`src/rtl/apb_reg_completer_if.sv`:
```
// APB4 bus bundle between a requester and apb_reg_completer.
// The requester drives select/control/data; the completer returns PRDATA/PREADY/PSLVERR.
interface apb_reg_completer_if;
    logic        PSELx;
    logic        PENABLE;
    logic [31:0] PADDR;
    logic        PWRITE;
    logic [31:0] PWDATA;
    logic [3:0]  PSTRB;
    logic [2:0]  PPROT;
    logic        PNSE;
    logic [31:0] PRDATA;
    logic        PREADY;
    logic        PSLVERR;

    modport master (
        output PSELx, PENABLE, PADDR, PWRITE, PWDATA, PSTRB, PPROT, PNSE,
        input  PRDATA, PREADY, PSLVERR
    );

    modport slave (
        input  PSELx, PENABLE, PADDR, PWRITE, PWDATA, PSTRB, PPROT, PNSE,
        output PRDATA, PREADY, PSLVERR
    );
endinterface

```
`src/rtl/apb_reg_completer.sv`:
```
// APB4 completer with ID/CTRL/STATUS/scratch registers, programmable wait states,
// byte-strobe writes, decoded error responses and requester protocol checking.
module apb_reg_completer #(
    parameter int unsigned NUM_REGS    = 8,
    parameter int unsigned WAIT_STATES = 1,
    parameter logic [31:0] ID_VALUE    = 32'hA5B0_0001,
    parameter logic [31:0] CTRL_RST    = 32'h0000_0000
) (
    input  logic                PCLK,
    input  logic                PRESET,
    apb_reg_completer_if.slave  apb,
    input  logic [31:0]         status_in,
    output logic [31:0]         ctrl_out,
    output logic                proto_err
);
    localparam int unsigned IW = $clog2(NUM_REGS);

    typedef enum logic [1:0] {IDLE, SETUP, ACCESS} state_e;

    state_e          state_q, state_d, cur_state;
    logic [3:0]      cnt_q, cnt_d;
    logic [IW-1:0]   idx_q, idx_d;
    logic            err_q, err_d;
    logic            write_q, write_d;
    logic [31:0]     wdata_q, wdata_d;
    logic [3:0]      strb_q, strb_d;
    logic            proto_err_q, proto_err_d;
    logic [31:0]     regs_q [NUM_REGS];
    logic [31:0]     regs_d [NUM_REGS];

    logic [29:0]     word_addr;
    logic            dec_err;
    logic            violation;
    logic            done;
    logic [31:0]     rd_word;

    assign word_addr = apb.PADDR[31:2];

    assign dec_err = (apb.PADDR[1:0] != 2'b00)
                  || (word_addr >= 30'(NUM_REGS))
                  || (apb.PWRITE && (word_addr == 30'd0 || word_addr == 30'd2))
                  || (!apb.PWRITE && apb.PSTRB != 4'h0)
                  || apb.PNSE
                  || (apb.PWRITE && word_addr == 30'd1 && !apb.PPROT[0]);

    // Only IDLE/ACCESS are ever stored: SETUP is the IDLE cycle in which the bus
    // shows a setup phase, so a transfer takes WAIT_STATES+2 cycles with no bubble.
    always_comb begin
        state_d     = state_q;
        cnt_d       = cnt_q;
        idx_d       = idx_q;
        err_d       = err_q;
        write_d     = write_q;
        wdata_d     = wdata_q;
        strb_d      = strb_q;
        regs_d      = regs_q;
        violation   = 1'b0;
        done        = 1'b0;
        cur_state   = state_q;
        if (state_q == IDLE && apb.PSELx && !apb.PENABLE) begin
            cur_state = SETUP;
        end

        case (cur_state)
            IDLE: begin
                if (apb.PENABLE) begin
                    violation = 1'b1;
                end
            end
            SETUP: begin
                state_d = ACCESS;
                cnt_d   = 4'(WAIT_STATES);
                idx_d   = word_addr[IW-1:0];
                err_d   = dec_err;
                write_d = apb.PWRITE;
                wdata_d = apb.PWDATA;
                strb_d  = apb.PSTRB;
            end
            ACCESS: begin
                if (!apb.PSELx || !apb.PENABLE) begin
                    violation = 1'b1;
                    state_d   = IDLE;
                    cnt_d     = '0;
                end else if (cnt_q != 4'd0) begin
                    cnt_d = cnt_q - 4'd1;
                end else begin
                    done    = 1'b1;
                    state_d = IDLE;
                    if (write_q && !err_q) begin
                        for (int unsigned b = 0; b < 4; b++) begin
                            if (strb_q[b]) begin
                                regs_d[idx_q][8*b +: 8] = wdata_q[8*b +: 8];
                            end
                        end
                    end
                end
            end
            default: state_d = IDLE;
        endcase

        proto_err_d = violation;
    end

    always_comb begin
        rd_word = regs_q[idx_q];
        if (idx_q == IW'(0)) begin
            rd_word = ID_VALUE;
        end else if (idx_q == IW'(2)) begin
            rd_word = status_in;
        end
    end

    always_ff @(posedge PCLK) begin
        if (PRESET) begin
            state_q     <= IDLE;
            cnt_q       <= '0;
            idx_q       <= '0;
            err_q       <= 1'b0;
            write_q     <= 1'b0;
            wdata_q     <= '0;
            strb_q      <= '0;
            proto_err_q <= 1'b0;
            for (int unsigned i = 0; i < NUM_REGS; i++) begin
                regs_q[i] <= (i == 1) ? CTRL_RST : '0;
            end
        end else begin
            state_q     <= state_d;
            cnt_q       <= cnt_d;
            idx_q       <= idx_d;
            err_q       <= err_d;
            write_q     <= write_d;
            wdata_q     <= wdata_d;
            strb_q      <= strb_d;
            proto_err_q <= proto_err_d;
            regs_q      <= regs_d;
        end
    end

    assign apb.PREADY  = done;
    assign apb.PSLVERR = done && err_q;
    assign apb.PRDATA  = (done && !err_q && !write_q) ? rd_word : '0;
    assign ctrl_out    = regs_q[1];
    assign proto_err   = proto_err_q;
endmodule

```
`src/flat_wrapper.sv`:
```
// flat-port wrapper written by rule: the top's interface ports become plain ports
module apb_reg_completer_flat 
#(
    parameter int unsigned NUM_REGS    = 8,
    parameter int unsigned WAIT_STATES = 1,
    parameter logic [31:0] ID_VALUE    = 32'hA5B0_0001,
    parameter logic [31:0] CTRL_RST    = 32'h0000_0000
)
  (PCLK, PRESET, status_in, ctrl_out, proto_err, apb_PSELx, apb_PENABLE, apb_PADDR, apb_PWRITE, apb_PWDATA, apb_PSTRB, apb_PPROT, apb_PNSE, apb_PRDATA, apb_PREADY, apb_PSLVERR);
  apb_reg_completer_if apb_i ();
  input  logic PCLK;
  input  logic PRESET;
  input  logic [31:0] status_in;
  output logic [31:0] ctrl_out;
  output logic proto_err;
  input wire logic [$bits(apb_i.PSELx)-1:0] apb_PSELx;
  input wire logic [$bits(apb_i.PENABLE)-1:0] apb_PENABLE;
  input wire logic [$bits(apb_i.PADDR)-1:0] apb_PADDR;
  input wire logic [$bits(apb_i.PWRITE)-1:0] apb_PWRITE;
  input wire logic [$bits(apb_i.PWDATA)-1:0] apb_PWDATA;
  input wire logic [$bits(apb_i.PSTRB)-1:0] apb_PSTRB;
  input wire logic [$bits(apb_i.PPROT)-1:0] apb_PPROT;
  input wire logic [$bits(apb_i.PNSE)-1:0] apb_PNSE;
  output wire logic [$bits(apb_i.PRDATA)-1:0] apb_PRDATA;
  output wire logic [$bits(apb_i.PREADY)-1:0] apb_PREADY;
  output wire logic [$bits(apb_i.PSLVERR)-1:0] apb_PSLVERR;
  assign apb_i.PSELx = apb_PSELx;
  assign apb_i.PENABLE = apb_PENABLE;
  assign apb_i.PADDR = apb_PADDR;
  assign apb_i.PWRITE = apb_PWRITE;
  assign apb_i.PWDATA = apb_PWDATA;
  assign apb_i.PSTRB = apb_PSTRB;
  assign apb_i.PPROT = apb_PPROT;
  assign apb_i.PNSE = apb_PNSE;
  assign apb_PRDATA = apb_i.PRDATA;
  assign apb_PREADY = apb_i.PREADY;
  assign apb_PSLVERR = apb_i.PSLVERR;
  apb_reg_completer #(.NUM_REGS(NUM_REGS), .WAIT_STATES(WAIT_STATES), .ID_VALUE(ID_VALUE), .CTRL_RST(CTRL_RST)) u_core (.PCLK(PCLK), .PRESET(PRESET), .apb(apb_i), .status_in(status_in), .ctrl_out(ctrl_out), .proto_err(proto_err));
endmodule
```
`config.mk`:
```
export PLATFORM = sky130hd
export DESIGN_NAME = apb_reg_completer_flat
export DESIGN_NICKNAME = d
export VERILOG_FILES = /design/src/rtl/apb_reg_completer_if.sv /design/src/rtl/apb_reg_completer.sv /design/src/flat_wrapper.sv
export SDC_FILE = /design/constraint.sdc
export NUM_CORES = 1
export LEC_CHECK = 0
export CAP_MARGIN = 20
export CELL_PAD_IN_SITES_DETAIL_PLACEMENT = 0
export CELL_PAD_IN_SITES_GLOBAL_PLACEMENT = 2
export CORE_MARGIN = 3
export CORE_UTILIZATION = 31
export CTS_CLUSTER_SIZE = 10
export DETAILED_ROUTE_END_ITERATION = 8
export MAX_ROUTING_LAYER = met4
export PLACE_DENSITY_LB_ADDON = 0.3
export REMOVE_ABC_BUFFERS = 1
export SYNTH_ARGS = -nofsm -noshare
export SYNTH_HDL_FRONTEND = slang
export SYNTH_SLANG_ARGS = --single-unit
```
`constraint.sdc`:
```
create_clock -name PCLK -period 2.3 [get_ports PCLK]
set_input_delay 0.345 -clock PCLK [delete_from_list [all_inputs] [get_ports PCLK]]
set_output_delay 0.345 -clock PCLK [all_outputs]
set_load 0.02 [all_outputs]
```
; Yosys cells after proc, flatten, opt, wreduce, memory -nomap -nowiden
; Cells that the tools add are included.
[word_totals]
regBits = 304
output_inout_bits = 67
elab_cells = 113
[classes]
addsub = 1
order_cmp = 3
n_eq_ne = 7
mux = 47
n_bitwise = 4
n_reduce_logical = 35
[op_table]
columns = operator, n
row1 = $mux W256, 16
row2 = $bwmux W256, 4
row3 = $demux W32 S3, 4
row4 = $mux W32, 6
row5 = $bmux W32 S3, 1
row6 = $eq A30 B1 Y1 const B, 1
row7 = $eq A30 B2 Y1 const B, 1
row8 = $ge A30 B4 Y1 const B, 1
row9 = $logic_not A30 Y1, 1
row10 = $mux W24, 1
row11 = $mux W16, 1
row12 = $logic_and A1 B1 Y1, 11
row13 = $mux W4, 2
row14 = $mux W8, 1
row15 = $pmux W4 S2, 1
row16 = $reduce_bool A4 Y1, 2
row17 = $logic_or A1 B1 Y1, 7
row18 = $logic_not A1 Y1, 6
row19 = $mux W2, 3
row20 = $pmux W2 S3, 1
row21 = $mux W1, 5
row22 = $ge A4 B4 Y1 const B, 1
row23 = $logic_not A2 Y1, 2
row24 = $lt A4 B1 Y1 const B, 1
row25 = other kinds (13), 17

; Longest topological paths before layout
[logic_depth]
depth_word = 25
depth_mapped = 9

; Worst setup path before layout
; Ideal clock, no wire load.
[synth_timing]
path_kind = register to output
startpoint = register u_core.cnt_q[0]
endpoint = output apb_PRDATA[16]
arrival_time_ps = 2165
t_required_ps = 1955
path_slack_ps = -210
path_stages_with_launch = 10
cell_sequence = dfxtp_1 -> inv_1 -> ha_1 -> or3b_1 -> buf_6 -> buf_6 -> nor2_2 -> nand2_1 -> clkbuf_1 -> a31oi_1
[synth_via]
elab_chain_cells = 7
[synth_rtl]
columns = item, line
row1 = "start, declared", apb_reg_completer.sv:21  ; logic [3:0] cnt_q, cnt_d;
row2 = "start signal, assigned", apb_reg_completer.sv:128  ; cnt_q <= cnt_d;
row3 = $reduce_bool A4 Y1, apb_reg_completer.sv:84  ; end else if (cnt_q != 4'd0) begin
row4 = $mux W1, apb_reg_completer.sv:84
row5 = $mux W1, apb_reg_completer.sv:80  ; if (!apb.PSELx || !apb.PENABLE) begin
row6 = $mux W1, apb_reg_completer.sv:64  ; case (cur_state)
row7 = via apb_PREADY, flat_wrapper.sv:25  ; output wire logic [$bits(apb_i.PREADY)-1:0] apb_PREADY;
row8 = $logic_and A1 B1 Y1 (2 in a row), apb_reg_completer.sv:141  ; assign apb.PRDATA = (done && !err_q && !write_q) ? rd_word : '0;
row9 = $mux W32, apb_reg_completer.sv:141
row10 = "end, declared", flat_wrapper.sv:24  ; output wire logic [$bits(apb_i.PRDATA)-1:0] apb_PRDATA;
; The timed path passes the listed nets, and every way through them passes these cells.

; Worst setup path in the final report
[layout_timing]
startpoint = register u_core.cnt_q[0]
endpoint = output apb_PRDATA[27]
[layout_via]
elab_chain_cells = 7
[layout_rtl]
columns = item, line
row1 = $reduce_bool A4 Y1, apb_reg_completer.sv:84
row2 = $mux W1, apb_reg_completer.sv:84
row3 = $mux W1, apb_reg_completer.sv:80
row4 = $mux W1, apb_reg_completer.sv:64
row5 = $logic_and A1 B1 Y1 (2 in a row), apb_reg_completer.sv:141
row6 = $mux W32, apb_reg_completer.sv:141
; No other way between the ends.

==> out/metrics.yaml <==
sta:
  fin_ws_ns: -0.339
  worst_pin_slew_ns: 0.631
  rsz0062_at_grt: "true"
  hold_viol: 0
  max_freq_mhz: 379
  fin_crit_sh_pct: 115
  clock_skew_ns: 0.0273
  slew_violations: 0
  whs_ns: 0.203
  final.min_clock_period_ns: 2.64
  tns_ns: -10.03
  setup_viol: 34
  slew_headroom_pct: 57.9
place:
  dp_hpwl_um: 26400
  globalplace.congestion: 0.770
  port_buffers: 173
  place_area_sq_um: 13900
  post-place-ws_ns: -0.389
clock_network:
  cts-root-buf: "clkbuf_16"
  clkLatencyLatePin_ns: 0.56
  clock_sinks: 239
  holdBufCountCts: 0
  path_clk_slew_ns: 0.06
  clock_path_buffers: 3
  cts_tree: "built"
  h-tree-depth: 1
  cts_buffers: 29
synth:
  synth_area_sq_um: 11200
  synth_edf_count: 0
  seq_area_frac_synth_pct: 42.6
  synth-seq-cells: 239
  synth.avg_cell_area_sq_um: 7.94
  synth_flop_cell: "dfxtp_1"
  yosys.cell_types.count: 48
  async_flop_share_pct: 0
  ys_warn_count: 0
  syn_inst: 1415
floorplanning:
  die_x_um: 196
  top_level_ports: 176
  start_util_pct: 31.5
  row_count: 69
  dieHeight_um: 196
  die-area_sq_um: 38600
  core_area_sq_um: 35700
global_route:
  grtUsageTotal_pct: 20.6
  grt_pass1_vias: 10200
  grt_max_degree: 73
  grt_pass1_wl_um: 60600
  antenna_found_initial: 0
  overflow: 0
routing:
  vias_per_cell: 5.03
  wl_per_cell_um: 19.4
  ant_nets: 0
  drc_errors: 0
  drt_iter0_markers: 618
  vias: 10400
  first_pass_iters: 5
  drt_wl_total_um: 40100
finish:
  syn_to_final_growth_pct: 35.2
  fin_nets: 1703
  layout_commonest_cell: "nand2_1"
  final_cell_mix: "443 x nand2_1, 234 x dfxtp_1, 207 x a21oi_1"
  final_area_sq_um: 15200
  drive_gt1_share_pct: 17.5
  diodes: 0
setup_path:
  r2r_slack_ns: -0.34
  slowest_delay_ns: 0.39
  cpMaxStageDelayCell: "or3b_4"
  crit_chain: "inv_2 -> ha_4 -> or3b_4 -> nor2_4 -> nand2_8 -> buf_16 -> a31oi_4 -> buf_4"
  endpoint_kind: "output pin"
  required_ns: 1.96
  crit_fanout: 9
  crit_type: "reg -> out"
  cp.arrival_ns: 2.29
  cp-start-kind: "flop"
pwr:
  p_per_area_nw_per_um2: 604
  irDropWorstVdd_uv: 465
  leakage_nw: 5.11
  p_total_mw: 9.18
flow_run:
  maxCapViolCount: 0
status:
  status: "complete, but fails checks"
  violations: "setup timing"
min_path:
  hp-class: "in -> reg"
-- flip-flops by register name, summed over array words and instances (netlist names) --
| register | flops |
|---|---|
| u_core.state_q | 1 |
| u_core.write_q | 1 |
| u_core.regs_q | 160 |
| u_core.idx_q | 3 |
| u_core.wdata_q | 32 |
| u_core.err_q | 1 |
| u_core.strb_q | 4 |
| u_core.proto_err | 1 |
| u_core.ctrl_out | 32 |
| u_core.cnt_q | 4 |
-- power breakdown --
group	switching [mW]	internal [mW]	leakage, nW
Combinational	0.462	0.401	2.78
Clock	1.71	2.35	0.397
Sequential	0.0718	4.18	1.93
-- synthesized netlist by cell type (2+ instances only) --
master,instances,area (sq um)
a211oi_1,6,45.0
a21oi_1,209,1050
a221oi_1,2,17.5
a22oi_1,50,375
a31oi_1,28,175
and3_1,3,18.8
and3b_1,8,70.1
buf_1,20,75.1
buf_12,2,40.0
buf_2,19,95.1
buf_4,35,263
buf_6,3,33.8
clkbuf_1,82,308
dfxtp_1,239,4780
inv_1,8,30.0
mux2_2,4,45.0
mux2i_1,68,681
nand2_1,444,1670
nand2b_1,2,12.5
nand3_1,7,35.0
nand3b_1,4,30.0
nand3b_2,4,45.0
nand4_1,23,144
nor2_1,44,165
nor2b_1,5,31.3
nor3_1,3,15.0
nor3b_1,4,30.0
nor3b_2,3,37.5
nor4_1,8,50.1
nor4_4,20,425
o21ai_0,7,35.0
o21bai_1,2,15.0
o22ai_1,14,87.6
o2bb2ai_1,17,149
or3_1,4,25.0
or3b_1,2,17.5
-- critical path: cells and delay by family, from the launching register on --
family / cells / cell delay [ns]
simple gates: 3 / 0.67
compound gates: 1 / 0.16
buf+inv: 3 / 0.45
fa+ha+maj: 1 / 0.14
flops: 1 / 0.32
-- cell families (layout without fill, tap and decap cells) --
logic type	count (synthesis)	after routing	share of synthesized area, %
XOR/XNOR	1	1	0.0779
AND/OR/NAND/NOR	595	595	25.6
AO/OA/AOI/OAI	337	337	17.5
multiplexers	73	73	6.66
flip-flops	239	239	42.6
buffers and inverters	169	361	7.52
adder cells (fa/ha/maj)	1	1	0.111
-- layer usage --
layer	track usage, %	vias up	wire [um]
li1	-	5188	-
met1	28.4	4898	19000
met2	32.6	265	18600
met3	2.74	49	1810
met4	4.62	0	719
met5	-	-	0
-- metrics by stage --
stage	instances	util (%)
detailed placement	2004	38.9
CTS	2068	42.2
finish	2068	42.6
global route	2068	42.6
global placement	2004	38.9
floorplan	1254	-
-- repair_timing --
item	CTS	global route
setup endpoints to repair	34	35
resized for setup	236	26
gates cloned	2	0
pin swaps	1	2
buffers inserted	17	1
endpoints found under the hold margin	0	0
-- path summary, 6_finish.rpt --
kind / from / end / cells after the start
worst min-delay path: PRESET / u_core.wdata_q[1] / 2
worst max register to register: u_core.cnt_q[0] / u_core.cnt_q[0] / 17
worst min register to register: u_core.regs_q[116] / u_core.regs_q[116] / 2
worst max-delay path: u_core.cnt_q[0] / apb_PRDATA[27] / 8
-- area by class of cell --
type / instances / area [sq um]
multi-input combinational: 1007 / 5950
clock inverter: 3 / 18.8
clock buffer: 42 / 795
fill: 3600 / 20500
tap: 461 / 577
inverter: 8 / 30.0
sequential: 239 / 4790
timing repair buffer: 308 / 3030
Power figures use the tool's default switching activity.
